$ cat config.mk
export PLATFORM = sky130hd
export DESIGN_NAME = sn76489_psg
export DESIGN_NICKNAME = d
export VERILOG_FILES = /design/src/rtl/sn76489_psg.sv
export SDC_FILE = /design/constraint.sdc
export NUM_CORES = 1
export LEC_CHECK = 0
export BUFFER_PORTS_ARGS = -buffer_cell sky130_fd_sc_hd__buf_2
export CELL_PAD_IN_SITES_DETAIL_PLACEMENT = 1
export CELL_PAD_IN_SITES_GLOBAL_PLACEMENT = 1
export CORE_MARGIN = 5
export CORE_UTILIZATION = 30
export DETAILED_ROUTE_END_ITERATION = 10
export HOLD_SLACK_MARGIN = 0.06
export PLACE_DENSITY = 0.64
export SETUP_SLACK_MARGIN = 0.3
export SYNTH_ARGS = -nofsm -noshare
export SYNTH_HDL_FRONTEND = slang
export SYNTH_SLANG_ARGS = --single-unit
$ cat constraint.sdc
create_clock -name clk -period 8.5 [get_ports clk]
set_clock_uncertainty 0.1 [all_clocks]
set_input_delay 0.85 -clock clk [delete_from_list [all_inputs] [get_ports clk]]
set_output_delay 0.85 -clock clk [all_outputs]
set_load 0.03 [all_outputs]
$ cat src/rtl/sn76489_psg.sv
// rtl/sn76489_psg.sv - SN76489A-compatible three-tone, one-noise sound generator
module sn76489_psg #(
    parameter int c_prescale  = 16,  // ce pulses per generator tick
    parameter int c_lfsr_bits = 15   // noise shift-register length
) (
    input  logic       clk,        // cpuClock
    input  logic       reset,      // synchronous, active-high
    input  logic       ce,         // generator clock enable, same as the Z80
    input  logic       wr,         // one-clk write strobe from the sound port decode
    input  logic [7:0] din,        // byte written by the CPU
    output logic [9:0] audio_out   // unsigned mix of all four channels, 0..1020
);

    localparam int                     c_pw        = (c_prescale > 1) ? $clog2(c_prescale) : 1;
    localparam logic [c_pw-1:0]        c_pre_last  = c_pw'(c_prescale - 1);
    localparam logic [c_lfsr_bits-1:0] c_lfsr_seed = {1'b1, {(c_lfsr_bits-1){1'b0}}};

    logic [c_pw-1:0]        prescaler;
    logic                   tick;
    logic [2:0][9:0]        period;
    logic [2:0][10:0]       tone_cnt;
    logic [2:0]             tone_out;
    logic [3:0][3:0]        atten;
    logic [2:0]             noise_ctl;
    logic [6:0]             noise_cnt;
    logic                   nclk;
    logic [c_lfsr_bits-1:0] lfsr;
    logic [1:0]             latch_ch;
    logic                   latch_vol;

    logic [6:0]             noise_half;
    logic                   nclk_rise;
    logic                   noise_wr;
    logic                   lfsr_fb;
    logic [9:0]             mix;

    // 2 dB attenuation steps; 15 is silence
    function automatic logic [7:0] amp_of(input logic [3:0] a);
        case (a)
            4'd0:    amp_of = 8'd255;
            4'd1:    amp_of = 8'd203;
            4'd2:    amp_of = 8'd161;
            4'd3:    amp_of = 8'd128;
            4'd4:    amp_of = 8'd102;
            4'd5:    amp_of = 8'd81;
            4'd6:    amp_of = 8'd64;
            4'd7:    amp_of = 8'd51;
            4'd8:    amp_of = 8'd40;
            4'd9:    amp_of = 8'd32;
            4'd10:   amp_of = 8'd26;
            4'd11:   amp_of = 8'd20;
            4'd12:   amp_of = 8'd16;
            4'd13:   amp_of = 8'd13;
            4'd14:   amp_of = 8'd10;
            default: amp_of = 8'd0;
        endcase
    endfunction

    assign tick    = ce && (prescaler == c_pre_last);
    assign lfsr_fb = noise_ctl[2] ? (lfsr[0] ^ lfsr[1]) : lfsr[0];

    // Any write that lands on the noise-control register reloads the LFSR
    assign noise_wr = wr && ((din[7] && !din[4] && (din[6:5] == 2'd3)) ||
                             (!din[7] && !latch_vol && (latch_ch == 2'd3)));

    always_comb begin
        noise_half = 7'd64;
        nclk_rise  = 1'b0;
        case (noise_ctl[1:0])
            2'd0:    noise_half = 7'd16;
            2'd1:    noise_half = 7'd32;
            default: noise_half = 7'd64;   // source 3 ignores the divider
        endcase
        // Rising edge of the selected noise clock, taken from the toggle about to happen
        if (noise_ctl[1:0] == 2'd3)
            nclk_rise = tick && (tone_cnt[2] <= 11'd1) && !tone_out[2];
        else
            nclk_rise = tick && (noise_cnt <= 7'd1) && !nclk;
    end

    always_comb begin
        mix = 10'd0;
        for (int i = 0; i < 3; i++)
            if (tone_out[i])
                mix = mix + {2'b00, amp_of(atten[i])};
        if (lfsr[0])
            mix = mix + {2'b00, amp_of(atten[3])};
    end

    always_ff @(posedge clk) begin
        if (reset) begin
            prescaler <= '0;
            period    <= '0;
            tone_cnt  <= '0;
            tone_out  <= '0;
            atten     <= {4{4'hF}};
            noise_ctl <= '0;
            noise_cnt <= '0;
            nclk      <= 1'b0;
            lfsr      <= c_lfsr_seed;
            latch_ch  <= 2'd0;
            latch_vol <= 1'b0;
            audio_out <= '0;
        end else begin
            if (ce)
                prescaler <= tick ? '0 : prescaler + 1'b1;

            // Counters reload from the registers as they stand before this clk's write
            if (tick) begin
                for (int i = 0; i < 3; i++) begin
                    if (tone_cnt[i] <= 11'd1) begin
                        tone_cnt[i] <= (period[i] == 10'd0) ? 11'd1024 : {1'b0, period[i]};
                        tone_out[i] <= ~tone_out[i];
                    end else begin
                        tone_cnt[i] <= tone_cnt[i] - 11'd1;
                    end
                end
                if (noise_cnt <= 7'd1) begin
                    noise_cnt <= noise_half;
                    nclk      <= ~nclk;
                end else begin
                    noise_cnt <= noise_cnt - 7'd1;
                end
            end

            if (noise_wr)
                lfsr <= c_lfsr_seed;
            else if (nclk_rise)
                lfsr <= {lfsr_fb, lfsr[c_lfsr_bits-1:1]};

            if (wr) begin
                if (din[7]) begin
                    latch_ch  <= din[6:5];
                    latch_vol <= din[4];
                    if (din[4])
                        atten[din[6:5]] <= din[3:0];
                    else if (din[6:5] == 2'd3)
                        noise_ctl <= din[2:0];
                    else
                        for (int i = 0; i < 3; i++)
                            if (din[6:5] == 2'(i))
                                period[i][3:0] <= din[3:0];
                end else begin
                    if (latch_vol)
                        atten[latch_ch] <= din[3:0];
                    else if (latch_ch == 2'd3)
                        noise_ctl <= din[2:0];
                    else
                        for (int i = 0; i < 3; i++)
                            if (latch_ch == 2'(i))
                                period[i][9:4] <= din[5:0];
                end
            end

            audio_out <= mix;
        end
    end

endmodule

======== After elaboration in Yosys (flattened, before gate mapping) ========
Memory sizes are Yosys's and may differ from the RTL's. A register that Yosys moved wholly into a read port is not among the register bits.
Index checks and enable logic that the tools add are counted.
word-level totals
  register bits ........................... 125
  memory bits (read-only) ................. 512
  input port bits ......................... 12
  output and inout bits ................... 10
  logic and storage cells ................. 147
  memories kept ........................... 4
cells by class
  add/sub/neg operators ................... 8
  order comparisons ....................... 8
  equality and inequality tests ........... 13
  mux-type cells .......................... 40
  bitwise logic cells ..................... 10
  reduce and logical (&&, ||, !) cells .... 40
memories
  name              depth  bits a word  read ports  clocked after Yosys merged registers in  write ports  line  text
  (name not given)  16     8            1           1                                        0            39    case (a)
  (name not given)  16     8            1           1                                        0            39
  (name not given)  16     8            1           1                                        0            39
  (name not given)  16     8            1           1                                        0            39
operator list
  cell                   count
  $mux 11                6
  $mux 16                3
  $mux 4                 11
  $reduce_and 5->1       7
  $le 11x1->1 const B    3
  $sub 11x1->11 const B  3
  $bwmux 16              2
  $mux 8                 4
  $add 10x8->10          3
  $logic_not 10->1       3
  $mux 10                3
  $demux 4 s2            2
  $mux 3                 5
  $pmux 7 s2             1
  $logic_and 1x1->1      12
  $eq 2x2->1 const B     5
  $reduce_and 2->1       5
  $not 1->1              9
  $le 7x1->1 const B     1
  $mux 7                 1
  $sub 7x1->7 const B    1
  $eq 2x1->1 const B     3
  $logic_not 2->1        3
  $lt 2x3->1 const B     2
  12 further kinds       21

======== Depth between registers and ports, before layout ========
  word-level depth ........................ 9
  depth in mapped cells ................... 23
  mapped depth without buffers ............ 22

======== Least setup slack after synthesis ========
Ideal clock, no wire load.
  kind .................................... register -> register
  start point ............................. reg tone_out[0]
  end point ............................... reg audio_out[9]
  library setup time ...................... 0.074 ns
  arrival time ............................ 4.486 ns
  required time ........................... 8.326 ns
  path slack .............................. 3.839 ns
  stages on the path, launching flop included .. 24
  path buffers ............................ 1
  clock period less this slack ............ 4.661 ns
  cell sequence ........................... dfxtp_1 clkbuf_1 and2_1 ha_1 inv_1 fa_1 nor2b_2 nor2_1 maj3_1 xnor2_1 a21o_1 ha_1 o21a_1 o31a_1 o21ba_1 a211oi_1 a21o_1 ha_1 o21ai_0 a21oi_1 a31o_2 nand2_1 or4b_1 a31oi_1
on the way
  cells in the longest elaborated chain, start to end .. 7
RTL lines
  what                             line  text
  start, declared                  22    logic [2:0] tone_out;
  start signal, assigned by index  113   tone_out[i] <= ~tone_out[i];
  $mux 8 (*)                       84    if (tone_out[i])
  $add 10x8->10                    85    mix = mix + {2'b00, amp_of(atten[i])};
  $mux 10 (*)                      84
  $add 10x8->10                    85
  $mux 10 (*)                      84
  $add 10x8->10                    87    mix = mix + {2'b00, amp_of(atten[3])};
  $mux 10 (*)                      86    if (lfsr[0])
  end signal, assigned             155   audio_out <= mix;
  end, declared                    11    output logic [9:0] audio_out
Mark *: on every way between the ends. The rest lies on a longest branch, timed or not.
A chain may end at the register's enable or synchronous reset.

======== Worst setup path after layout ========
Ends and elaborated chain as after synthesis.

==> results.toml <==
[place]
numPortBuffers = 21
dpl_cell_area_sq_mm = 0.00935
dpl_worst_slack_ns = 3.49
place.gp.congestion = 0.818
dp_hpwl_mm = 16.1

[cts]
cts_max_level = 4
cts_resized = 0
insertion_delay_ns = 0.44
postCtsHoldBufs = 0
ctsRootBufferMaster = "clkbuf_16"
post_cts_buffers = 0
cts-buffers-inserted = 17
cts_buffer_depth = 2
clk_pin_slew_ns = 0.07
tritoncts = "done"
cts_sinks = 157

[synthesis]
synth-seq-cells = 157
synth_top_cells_by_count = "dfxtp_1 (157), nor2_1 (133), nand2_1 (97), a21oi_1 (83), o21ai_0 (55)"
synth_area_leaders = "dfxtp_1 (35%), ha_1 (7.3%), mux2i_1 (6.0%)"
async_reset_ff_share_pct = 0
synth_edf_count = 0
synth_cells = 1078
ys_warn_count = 0
ys.flop_type = "dfxtp_1"
yosysTopAreaCell = "dfxtp_1"
synthesis.area_sq_mm = 0.00895
yosys.area_share.simple_pct = 21.0
synthMuxAreaShare_pct = 7.34
ys_seq_area_share_pct = 35.1
synthAdderAreaFrac_pct = 8.06
synth-compound-area-share_pct = 21.2
post-synth-top-count-cell = "dfxtp_1"
yosys.area.top_type_share_pct = 35.1
synth_top_family_by_area = "compound AO/OA/AOI/OAI gates"
synth-xor-area-share_pct = 2.17
syn_nets = 1145
yosysUniqueCellTypes = 84
synth.avg_cell_area_sq_um = 8.30

[worst_hold_path]
hold_path_class = "reg2reg"

[critical_path]
crit_required_ns = 8.76
worstSetupStartpointType = "register"
crit_family = "adder cells"
cp_slowest_cell = "or4b_1"
crit_type = "reg2reg"
cp.buffers_inverters = 1
rrSetupSlack_ns = 3.49
path_cells = "and2_1, ha_1, inv_1, fa_1, nor2b_2, nor2_1, maj3_1, xnor2_1, a21o_1, ha_1, o21a_1, o31a_1, o21ba_1, a211oi_1, a21o_1, ha_1, o21ai_0, a21oi_1, a31o_2, nand2_1, or4b_1, a31oi_1"
worstPathArrival_ns = 5.27
worstPathMaxFanout = 11
max_stage_delay_ns = 0.50
critPathCaptureType = "register"
cp_common_cell = "ha_1"

[global_routing]
grt_usage_pct = 14.0
grt_pass1_vias = 7657
grt_pass1_wl_mm = 38.5
grt_overflow = 0
antenna_found_initial = 1
grt_max_degree = 68

[floorplanning]
start_util_pct = 30.3
fp.dieArea_sq_mm = 0.0334
fp.dieW_microns = 183
die_h_microns = 183
rows = 63
ios = 22
core_sq_mm = 0.0296

[timing]
maxSlewHeadroom_pct = 31.4
finalSetupTns_ns = 0
period_share_pct = 58.9
timing.final.ws_setup_ns = 3.49
fmax_mhz = 200
rsz0062_at_grt = "false"
setup_viol = 0
final_hold_viol_count = 0
worst_pin_slew_ns = 1.03
fin_crit_ns = 5.01
report.final.slew_viol_count = 0

[power_and_ir_drop]
vdd_drop_max_v = 0.000106
p_leak_nw = 4.09
p_per_area_mw_per_mm2 = 162

[status]
outcome = "finished clean"

[final_layout]
n_fill_cell = 3548
fin_nets = 1134
drive_above_1_share_pct = 9.83
syn_to_final_growth_pct = 11.1
finalInstanceArea_sq_mm = 0.00994

[detailed_routing]
wire_per_inst_microns = 15.7
first_pass_iters = 4
viasPerCell = 5.19
drc = 0
drtIter0Drc = 254
ant_nets = 0
vias = 7631
drt_wl_total_mm = 23.1

[run]
cap_violations = 0
-- layout by cell type, fill, tap and decap left out, drive strengths merged, types with 10 or more instances in the layout --
cell type | netlist | routed
o21ai | 57 | 57
clkbuf | 39 | 19
nor2 | 135 | 135
a31oi | 13 | 13
ha | 52 | 52
o211a | 10 | 10
o211ai | 12 | 12
nor3 | 41 | 41
xnor2 | 11 | 11
nand2 | 98 | 98
dfxtp | 157 | 157
buf | 17 | 26
inv | 56 | 59
nand3 | 30 | 30
nor4 | 13 | 13
a211oi | 19 | 19
mux2 | 10 | 10
a21oi | 83 | 83
and2 | 10 | 10
o2111ai | 13 | 13
mux2i | 54 | 54
-- through the flow --
stage	instances	util, %	power [mW]	hold WS, ns
after floorplan	1078	-	0.828	0.335
after global routing	1469	33.6	1.67	0.398
final	1470	33.6	1.61	0.372
after detailed placement	1438	31.6	0.852	0.360
after CTS	1468	33.6	1.63	0.374
after global placement	1438	31.6	0.851	0.354
-- power breakdown --
| group | total (mW) | switching, mW | internal (mW) |
|---|---|---|---|
| combinational | 0.0798 | 0.0532 | 0.0265 |
| sequential | 0.755 | 0.00815 | 0.747 |
| clock | 0.773 | 0.324 | 0.449 |
-- worst paths after layout --
path | startpoint | to | depth (start not counted)
min reg2reg | period[12]$_SDFFE_PP0P_ | period[12]$_SDFFE_PP0P_ | 2
min | period[12]$_SDFFE_PP0P_ | period[12]$_SDFFE_PP0P_ | 2
max reg2reg | tone_out[0]$_SDFFE_PP0P_ | audio_out[9]$_SDFF_PP0_ | 22
max | tone_out[0]$_SDFFE_PP0P_ | audio_out[9]$_SDFF_PP0_ | 22
-- cell families after synthesis --
family                   count (synthesis)
buffers and inverters                  114
AO/OA/AOI/OAI                          281
XOR/XNOR                                20
multiplexers                            64
flip-flops                             157
adder cells (fa/ha/maj)                 56
AND/OR/NAND/NOR                        386
-- tightest hold or removal path, cell delays in order (launching register included) --
cell and delay [ns]:
dfxtp_1 0.32, nand2_1 0.05, a21oi_1 0.05
-- metal layers --
| metal | GRT usage, % | share of wire, % | up-vias |
|---|---|---|---|
| met5 | 0 | 0 | - |
| met4 | 4.44 | 1.7 | 0 |
| met3 | 2.41 | 1.9 | 22 |
| met2 | 23.5 | 47 | 58 |
| met1 | 18.3 | 49 | 3710 |
| li1 | - | - | 3841 |
-- area by class of cell --
cell class / count / area [sq um] / area share [%]
diodes: 2 / 5.00 / 0.0504
clock inverters: 11 / 134 / 1.35
flip-flops and latches: 157 / 3140 / 31.6
multi-input cells: 807 / 5350 / 53.9
inverters: 58 / 218 / 2.19
repair buffers: 26 / 145 / 1.46
well taps: 390 / 488 / 4.91
clock buffers: 19 / 453 / 4.56
Power figures use the tool's default switching activity.
